==> src/rtl/fwd_prop_seq_pkg.sv <==
// Shared definitions for the forward-pass sequencer and its datapath:
// phase codes driven on ctrl, field widths and the default step wrap point.
package fwd_prop_seq_pkg;

  localparam int CTRL_W  = 4;
  localparam int ST_W    = 4;
  localparam int STEP_W  = 4;
  localparam int DWELL_W = 4;

  localparam logic [STEP_W-1:0] MAX_STEP_DEF = 4'd15;

  // Datapath phase codes; the sequencer state register is driven onto ctrl
  // unchanged, so these encodings are also the state encoding.
  typedef enum logic [CTRL_W-1:0] {
    PH_IDLE   = 4'b0000,
    PH_LOAD   = 4'b0001,
    PH_ACC2   = 4'b0010,
    PH_ACT2   = 4'b0011,
    PH_ACC3   = 4'b0100,
    PH_ACT3   = 4'b0101,
    PH_STORE  = 4'b0110,
    PH_UPDATE = 4'b0111,
    PH_DONE   = 4'b1000
  } phase_e;

  // Episode step advance: wraps from max_step back to 1, never to 0,
  // because step 0 means "datapath frozen".
  function automatic logic [STEP_W-1:0] step_next(
    input logic [STEP_W-1:0] cur,
    input logic [STEP_W-1:0] max_step
  );
    if (cur >= max_step) begin
      return 4'd1;
    end
    return cur + 4'd1;
  endfunction

endpackage

==> src/rtl/fwd_prop_seq_phase_timer.sv <==
// Dwell timer shared by every phase of the sequencer.  The counter restarts
// at 0 when a phase is entered and o_expire flags the last cycle of a phase
// that lasts i_len cycles (i_len >= 1, so a phase is never shorter than one
// cycle).
module phase_timer
  import fwd_prop_seq_pkg::*;
(
  input  logic               clk,
  input  logic               rst,
  input  logic               i_load,
  input  logic [DWELL_W-1:0] i_len,
  output logic               o_expire
);

  logic [DWELL_W-1:0] r_cnt;

  // Count cycles spent in the current phase; i_load marks phase entry.
  always_ff @(posedge clk or negedge rst) begin
    if (!rst) begin
      r_cnt <= '0;
    end else if (i_load) begin
      r_cnt <= '0;
    end else begin
      r_cnt <= r_cnt + DWELL_W'(1);
    end
  end

  assign o_expire = (r_cnt == (i_len - DWELL_W'(1)));

endmodule

==> src/rtl/fwd_prop_seq.sv <==
// Forward-pass sequencer: walks the network datapath through
// LOAD, ACC2, ACT2, ACC3, ACT3, STORE, optional UPDATE and DONE, keeps the
// episode step counter and holds the captured environment state index.
//
// Handshake: start is a request qualified by ready.  A pass is accepted on a
// rising edge where start=1 and ready=1; ready is high only while the
// sequencer sits in IDLE.  A start seen while ready=0 is dropped, never
// queued, so a requester must keep start high until it sees ready.
module fwd_prop_seq
  import fwd_prop_seq_pkg::*;
#(
  parameter int unsigned       ACC2_CYC = 1,
  parameter int unsigned       ACT_LAT  = 2,
  parameter int unsigned       ACC3_CYC = 1,
  parameter logic [STEP_W-1:0] MAX_STEP = MAX_STEP_DEF
) (
  input  logic              clk,
  input  logic              rst,
  input  logic              start,
  input  logic [ST_W-1:0]   st_in,
  input  logic              upd_en,
  input  logic              abort,
  input  logic              step_clr,
  output logic              ready,
  output logic [CTRL_W-1:0] ctrl,
  output logic [STEP_W-1:0] step,
  output logic [ST_W-1:0]   st,
  output logic              done,
  output logic              acc_clr
);

  localparam logic [DWELL_W-1:0] LEN_ONE  = DWELL_W'(1);
  localparam logic [DWELL_W-1:0] LEN_ACC2 = DWELL_W'(ACC2_CYC);
  localparam logic [DWELL_W-1:0] LEN_ACT  = DWELL_W'(ACT_LAT);
  localparam logic [DWELL_W-1:0] LEN_ACC3 = DWELL_W'(ACC3_CYC);

  phase_e             r_state;
  phase_e             w_next;
  logic [STEP_W-1:0]  r_step;
  logic [ST_W-1:0]    r_st;
  logic               r_upd;
  logic [DWELL_W-1:0] w_len;
  logic               w_load;
  logic               w_expire;
  logic               w_accept;
  logic               w_abort;

  assign w_accept = start && (r_state == PH_IDLE);
  // Abort only means something while a pass is in flight.
  assign w_abort  = abort && (r_state != PH_IDLE);

  // Dwell length of the phase currently held; single-cycle phases use 1.
  always_comb begin
    w_len = LEN_ONE;
    case (r_state)
      PH_ACC2: w_len = LEN_ACC2;
      PH_ACT2: w_len = LEN_ACT;
      PH_ACC3: w_len = LEN_ACC3;
      PH_ACT3: w_len = LEN_ACT;
      default: w_len = LEN_ONE;
    endcase
  end

  // Next phase: advance when the dwell timer expires; abort overrides all.
  always_comb begin
    w_next = r_state;
    case (r_state)
      PH_IDLE: begin
        if (w_accept) begin
          w_next = PH_LOAD;
        end
      end
      PH_LOAD: begin
        if (w_expire) begin
          w_next = PH_ACC2;
        end
      end
      PH_ACC2: begin
        if (w_expire) begin
          w_next = PH_ACT2;
        end
      end
      PH_ACT2: begin
        if (w_expire) begin
          w_next = PH_ACC3;
        end
      end
      PH_ACC3: begin
        if (w_expire) begin
          w_next = PH_ACT3;
        end
      end
      PH_ACT3: begin
        if (w_expire) begin
          w_next = PH_STORE;
        end
      end
      PH_STORE: begin
        if (w_expire) begin
          w_next = r_upd ? PH_UPDATE : PH_DONE;
        end
      end
      PH_UPDATE: begin
        if (w_expire) begin
          w_next = PH_DONE;
        end
      end
      PH_DONE: begin
        if (w_expire) begin
          w_next = PH_IDLE;
        end
      end
      default: w_next = PH_IDLE;
    endcase
    if (w_abort) begin
      w_next = PH_IDLE;
    end
  end

  // Restart the dwell count on every phase change; idling keeps it at 0.
  assign w_load = (w_next != r_state) || (w_next == PH_IDLE);

  phase_timer u_phase_timer (
    .clk      (clk),
    .rst      (rst),
    .i_load   (w_load),
    .i_len    (w_len),
    .o_expire (w_expire)
  );

  // Phase register; it is also the ctrl output.
  always_ff @(posedge clk or negedge rst) begin
    if (!rst) begin
      r_state <= PH_IDLE;
    end else begin
      r_state <= w_next;
    end
  end

  // Capture the pass arguments on accept; they stay put until the next one.
  always_ff @(posedge clk or negedge rst) begin
    if (!rst) begin
      r_st  <= '0;
      r_upd <= 1'b0;
    end else if (w_accept) begin
      r_st  <= st_in;
      r_upd <= upd_en;
    end
  end

  // Episode step: clear beats everything, an aborted STORE does not count,
  // a pass accepted at step 0 starts the episode at 1 so ACC phases never
  // run with the datapath frozen.
  always_ff @(posedge clk or negedge rst) begin
    if (!rst) begin
      r_step <= '0;
    end else if (step_clr) begin
      r_step <= '0;
    end else if (w_abort) begin
      r_step <= r_step;
    end else if (w_accept && (r_step == '0)) begin
      r_step <= 4'd1;
    end else if (r_state == PH_STORE) begin
      r_step <= step_next(r_step, MAX_STEP);
    end
  end

  assign ctrl    = r_state;
  assign ready   = (r_state == PH_IDLE);
  assign done    = (r_state == PH_DONE);
  assign acc_clr = (r_state == PH_LOAD);
  assign step    = r_step;
  assign st      = r_st;

endmodule

==> config.mk <==
export PLATFORM = sky130hd
export DESIGN_NAME = fwd_prop_seq
export DESIGN_NICKNAME = d
export VERILOG_FILES = /design/src/rtl/fwd_prop_seq_pkg.sv /design/src/rtl/fwd_prop_seq_phase_timer.sv /design/src/rtl/fwd_prop_seq.sv
export SDC_FILE = /design/constraint.sdc
export NUM_CORES = 1
export LEC_CHECK = 0
export ABC_CLOCK_PERIOD_IN_PS = 2100
export CAP_MARGIN = 10
export CORE_UTILIZATION = 37
export CTS_BUF_LIST = sky130_fd_sc_hd__clkbuf_16
export DETAILED_ROUTE_END_ITERATION = 16
export HOLD_SLACK_MARGIN = 0.1
export PLACE_DENSITY_LB_ADDON = 0.25
export RECOVER_POWER = 100
export SYNTH_ARGS = -nofsm -noshare
export SYNTH_HDL_FRONTEND = slang
export SYNTH_SLANG_ARGS = --single-unit
==> constraint.sdc <==
create_clock -name clk -period 2.1 [get_ports clk]
set_input_delay 0.21 -clock clk [delete_from_list [all_inputs] [get_ports clk]]
set_output_delay 0.21 -clock clk [all_outputs]
set_load 0.05 [all_outputs]
**After elaboration in Yosys (flattened, before gate mapping)**

Cells that the tools add are included.

- $add $sub $neg: 3
- $lt $le $gt $ge: 1
- Eq/ne operators: 11
- Muxes and demuxes: 25
- Reduce and logical (&&, ||, !) cells: 11

Operators with widths:

| operator | count |
|---|---|
| 4-bit two-way mux | 18 |
| 4-bit case mux with 9 select lines | 1 |
| 4-bit by 3-bit equality test with 1-bit output, second input constant | 4 |
| 4-bit zero test | 3 |
| 4-bit by 1-bit adder with 4-bit output, second input constant | 2 |
| 4-bit by 2-bit equality test with 1-bit output, second input constant | 2 |
| 1-bit two-way mux | 5 |
| 4-bit by 1-bit equality test with 1-bit output, second input constant | 1 |
| 4-bit equality test | 1 |
| 4-bit equality test, second input constant | 1 |
| 4-bit greater-or-equal comparator, second input constant | 1 |
| 4-bit != test | 1 |
| 4-bit nonzero test | 1 |
| 1-bit logical AND | 3 |
| 3-bit nonzero test | 1 |
| 2-bit by 1-bit subtractor with 3-bit output, second input constant | 1 |
| 2-bit two-way mux | 1 |
| 2-bit != test, second input constant | 1 |
| 2-bit AND reduction | 1 |
| 2-bit OR reduction | 1 |
| 1-bit logical OR | 1 |

- Register bits after elaboration: 17
- Output and inout bits: 15
- Word-level logic and storage cells: 56

**Logic depth before layout (Yosys ltp)**

- Depth in word-level cells: 11
- Depth in mapped cells: 6
- Gate-level depth less buffers: 6

**Modules after synthesis**

From an unflattened synthesis, not the netlist that was laid out.

- Cells, all modules: 114
- Area total of the unflattened synthesis: 1047.3 um2

By module, submodules not included:

| module | times used | cells an instance | area each (um2) | seq. area each (um2) |
|---|---|---|---|---|
| fwd_prop_seq | 1 | 91 | 799.5 | 325.3 |
| phase_timer | 1 | 23 | 247.7 | 100.1 |

**Worst setup path after synthesis**

OpenSTA, ideal clock, no wires.

- Path kind: register -> register
- Start point: register r_state[0], in the netlist ctrl[0]
- End point: register r_state[3], in the netlist ctrl[3]
- Arrival time: 2.928 ns
- Data required time: 2.019 ns
- Setup slack: -0.909 ns
- Stages on the path, launching flop included: 5
- Clock period less this slack: 3.009 ns
- Cells stage by stage: dfrtp_1 > buf_2 > nor4b_1 > nand3_1 > a21oi_1

- Elaborated cells between the ends (all ways): 27
- Classes of those cells: add/sub: 1; eq/ne: 9; mux: 12; reduce/logical: 5

RTL lines:

| element | RTL line | source |
|---|---|---|
| start, declared | fwd_prop_seq.sv:37 | `phase_e r_state;` |
| start signal, assigned | fwd_prop_seq.sv:136 | `r_state <= w_next;` |
| 4-bit equality test | -- |  |
| net done | fwd_prop_seq.sv:28 | `output logic done,` |
| 4-bit case mux with 9 select lines | fwd_prop_seq.sv:67 | `case (r_state)` |
| 4-bit two-way mux | fwd_prop_seq.sv:115 | `if (w_abort) begin` |
| net w_next[3] | fwd_prop_seq.sv:38 | `phase_e w_next;` |

The timed path passes the listed nets, and every way through them passes these cells.
A chain may end at the register's enable or synchronous reset.

**Final worst setup path**

- Start point: register r_state[0], in the netlist ctrl[0]
- End point: output port acc_clr

- Cells in the longest elaborated chain, start to end: 1

Ends and longest elaborated chain:

| element | RTL line | source |
|---|---|---|
| 4-bit by 1-bit equality test with 1-bit output | fwd_prop_seq.sv:171 | `assign acc_clr = (r_state == PH_LOAD);` |
| end, declared | fwd_prop_seq.sv:29 | `output logic acc_clr` |

No other way between the ends.

==> flow_summary_export.csv <==
group,metric,value,unit
critical_path,arrival,1690,ps
critical_path,cp_slowest_stage_delay,490,ps
placement,dp.cells,150,
power,seqPwrFrac,0.289,
yosys,yosys_warnings,0,
grt,antenna_found_initial,0,
cts,root_buffer,"clkbuf_16",
power,max-vdd-ir-drop,0.884,mV
yosys,syn_nets,111,
final_layout,mostFrequentLayoutCells,"dfrtp_1 (14), dlygate4sd3_1 (13), clkdlybuf4s50_1 (8)",
power,combPwrFrac,0.509,
yosys,synthTopCellsByArea,"dfrtp_1 (42%), mux2_2 (5.6%), ha_1 (3.7%)",
yosys,synth_top_cell_by_area,"dfrtp_1",
yosys,yosysTopAreaCellShare,0.422,
timing,finalSetupTns,0,ps
floorplanning,pin_count,25,
drt,drt-initial-drc-count,22,
timing,worstMarginPinSlew,605,ps
drt,drtAntennaViolNets,0,
critical_path,required,1890,ps
final_layout,layout_commonest_cell,"dfrtp_1",
yosys,synth_edf_count,0,
timing,slew_headroom,0.593,
outcome,status,"completed",
grt,grt_usage,0.194,
timing,setup_violations,0,
drt,dr.pass1.iters,4,
timing,clock_skew,1.42,ps
job,maxCapViolations,0,
drt,wl_per_cell,14.6,µm
grt,grt_pass1_vias,828,
yosys,synth_cell_types,43,
floorplanning,start_util,0.399,
final_layout,nets,138,
timing,fin_crit,1900,ps
yosys,synthArstFlopShare,1.00,
floorplanning,rows,18,
grt,grt_pass1_wl,3970,µm
timing,grt_setup_unrepaired,"no",
cts,h-tree-depth,1,
yosys,ys.flop_type,"dfrtp_1",
cts,cts_setup_buffers,0,
power,p_clk_frac,0.202,
yosys,netlist_area,1010,µm²
cts,cts_tree,"done",
cts,cts.path.max_buffers,2,
final_layout,stdcell_count,154,
drt,drt_wl_total,2260,µm
timing,hold_viol,0,
grt,overflow,0,
cts,postCtsHoldBufs,0,
critical_path,crit_fanout,12,
power,powerDensity,1460,nW/µm²
cts,clk_latency,250,ps
grt,grt_start_max_net_pins,14,
cts,clkTransAtPathRegs,50,ps
critical_path,path_cells,"nor2b_1 > and3_1 > clkbuf_2",
drt,vias_per_cell,5.61,
floorplanning,die_w,54.2,µm
drt,drc,0,
final_layout,finish.utilization,0.530,
yosys,syn_inst,98,
floorplanning,dieArea,2930,µm²
worst_hold_path,hold_class,"in2async",
yosys,avgSynthCellArea,10.3,µm²
placement,hpwlAfterDp,1700,µm
power,intPower,1.03,mW
floorplanning,core-area,2520,µm²
cts,cts_sinks,17,
placement,place_area,1300,µm²
critical_path,slowest_stage,"dfrtp_2",
final_layout,areaGrowthSynthToFinish,32.7,%
placement,place.gp.congestion,0.871,
critical_path,cp-end-kind,"output port",
timing,period_share,0.906,
power,switching_share,0.473,
final_layout,antenna_cells,0,
final_layout,final_cell_area,1340,µm²
timing,final_max_slew_viol_count,0,
yosys,ys_seq_area_frac,0.422,
yosys,synth_seq_cells,17,
placement,io_buffers,24,
drt,num_vias,864,
final_layout,drive_above_1_share,0.169,
floorplanning,fp.dieH,54.2,µm
critical_path,worstSetupPathType,"reg2out",
power,leakage,0.575,nW
timing,hold_ws,333,ps
power,switchingPower,921,µW
timing,fmax,526,MHz
cts,post_cts_resized,0,
cts,cts_buffers,3,
critical_path,start_kind,"flop",
==> cell type report <==
class / instances / area [µm²]
multi-input cells: 71 / 533
inverters: 7 / 26.3
clock inverters: 1 / 5.00
clock buffers: 3 / 75.1
well taps: 30 / 37.5
flip-flops and latches: 17 / 429
repair buffers: 25 / 230
fillers: 244 / 1190
==> critical path, delay by kind of cell, from the launching register on <==
family        cells  cell delay [ps]
buf+inv           1              270
simple gates      2              670
flops             1              490
==> power groups by stage <==
stage | clock, mW | combinational, mW | sequential, mW
3_5_place_dp | 0 | 1.08 | 0.585
6_report | 0.393 | 0.990 | 0.563
5_1_grt | 0.409 | 1.06 | 0.589
2_1_floorplan | 0 | 0.596 | 0.749
3_3_place_gp | 0 | 1.07 | 0.576
4_1_cts | 0.394 | 1.09 | 0.581
==> kinds of logic (layout without fill, tap and decap cells) <==
kind of cell / count (synthesis) / after routing / share of synthesized area
XOR/XNOR: 4 / 4 / 0.0348
flip-flops: 17 / 17 / 0.422
multiplexers: 5 / 5 / 0.0559
AND/OR/NAND/NOR: 33 / 33 / 0.212
AO/OA/AOI/OAI: 26 / 26 / 0.194
buffers and inverters: 10 / 36 / 0.0435
adder cells (fa/ha/maj): 3 / 3 / 0.0373
==> path summary, 6_finish.rpt <==
| check | startpoint | to | slack [ps] | cells after the start |
|---|---|---|---|---|
| setup reg to reg | ctrl[1] | st[2] | 320 | 3 |
| setup / recovery | ctrl[0] | acc_clr | 200 | 3 |
| hold reg to reg | st[0] | st[0] | 500 | 1 |
| hold / removal | rst | ctrl[2] | 330 | 1 |
| max in group asynchronous | rst | st[1] | 1020 | 2 |
| min in group clk | st[0] | st[0] | 500 | 1 |
==> layer usage <==
layer,track usage,vias up,part of all wire
met1,0.256,405,0.46
met5,0,-,0
met2,0.291,35,0.46
met4,0.0855,0,0.016
met3,0.0537,5,0.059
li1,-,419,-
==> flip-flops by register name, summed over array words and instances, names as in the netlist <==
signal and cells:
ctrl 4, r_upd 1, st 4, step 4, u_phase_timer.r_cnt 4
==> cells in the mapped netlist, drive strengths merged (2+ instances only) <==
cell     n
dfrtp   17
a21oi    8
inv      7
nor2     7
nand3    6
mux2     5
a211oi   4
nor3     4
o21ai    4
buf      3
ha       3
xor2     3
and3b    2
nand2    2
or3b     2
==> per-stage QoR <==
step	total power, mW	setup WS [ps]
final	1.95	198
after global routing	2.06	89.9
after CTS	2.06	233
after detailed placement	1.66	349
after global placement	1.64	392
after floorplan	1.34	35.1
(Power assumes the default switching activity.)
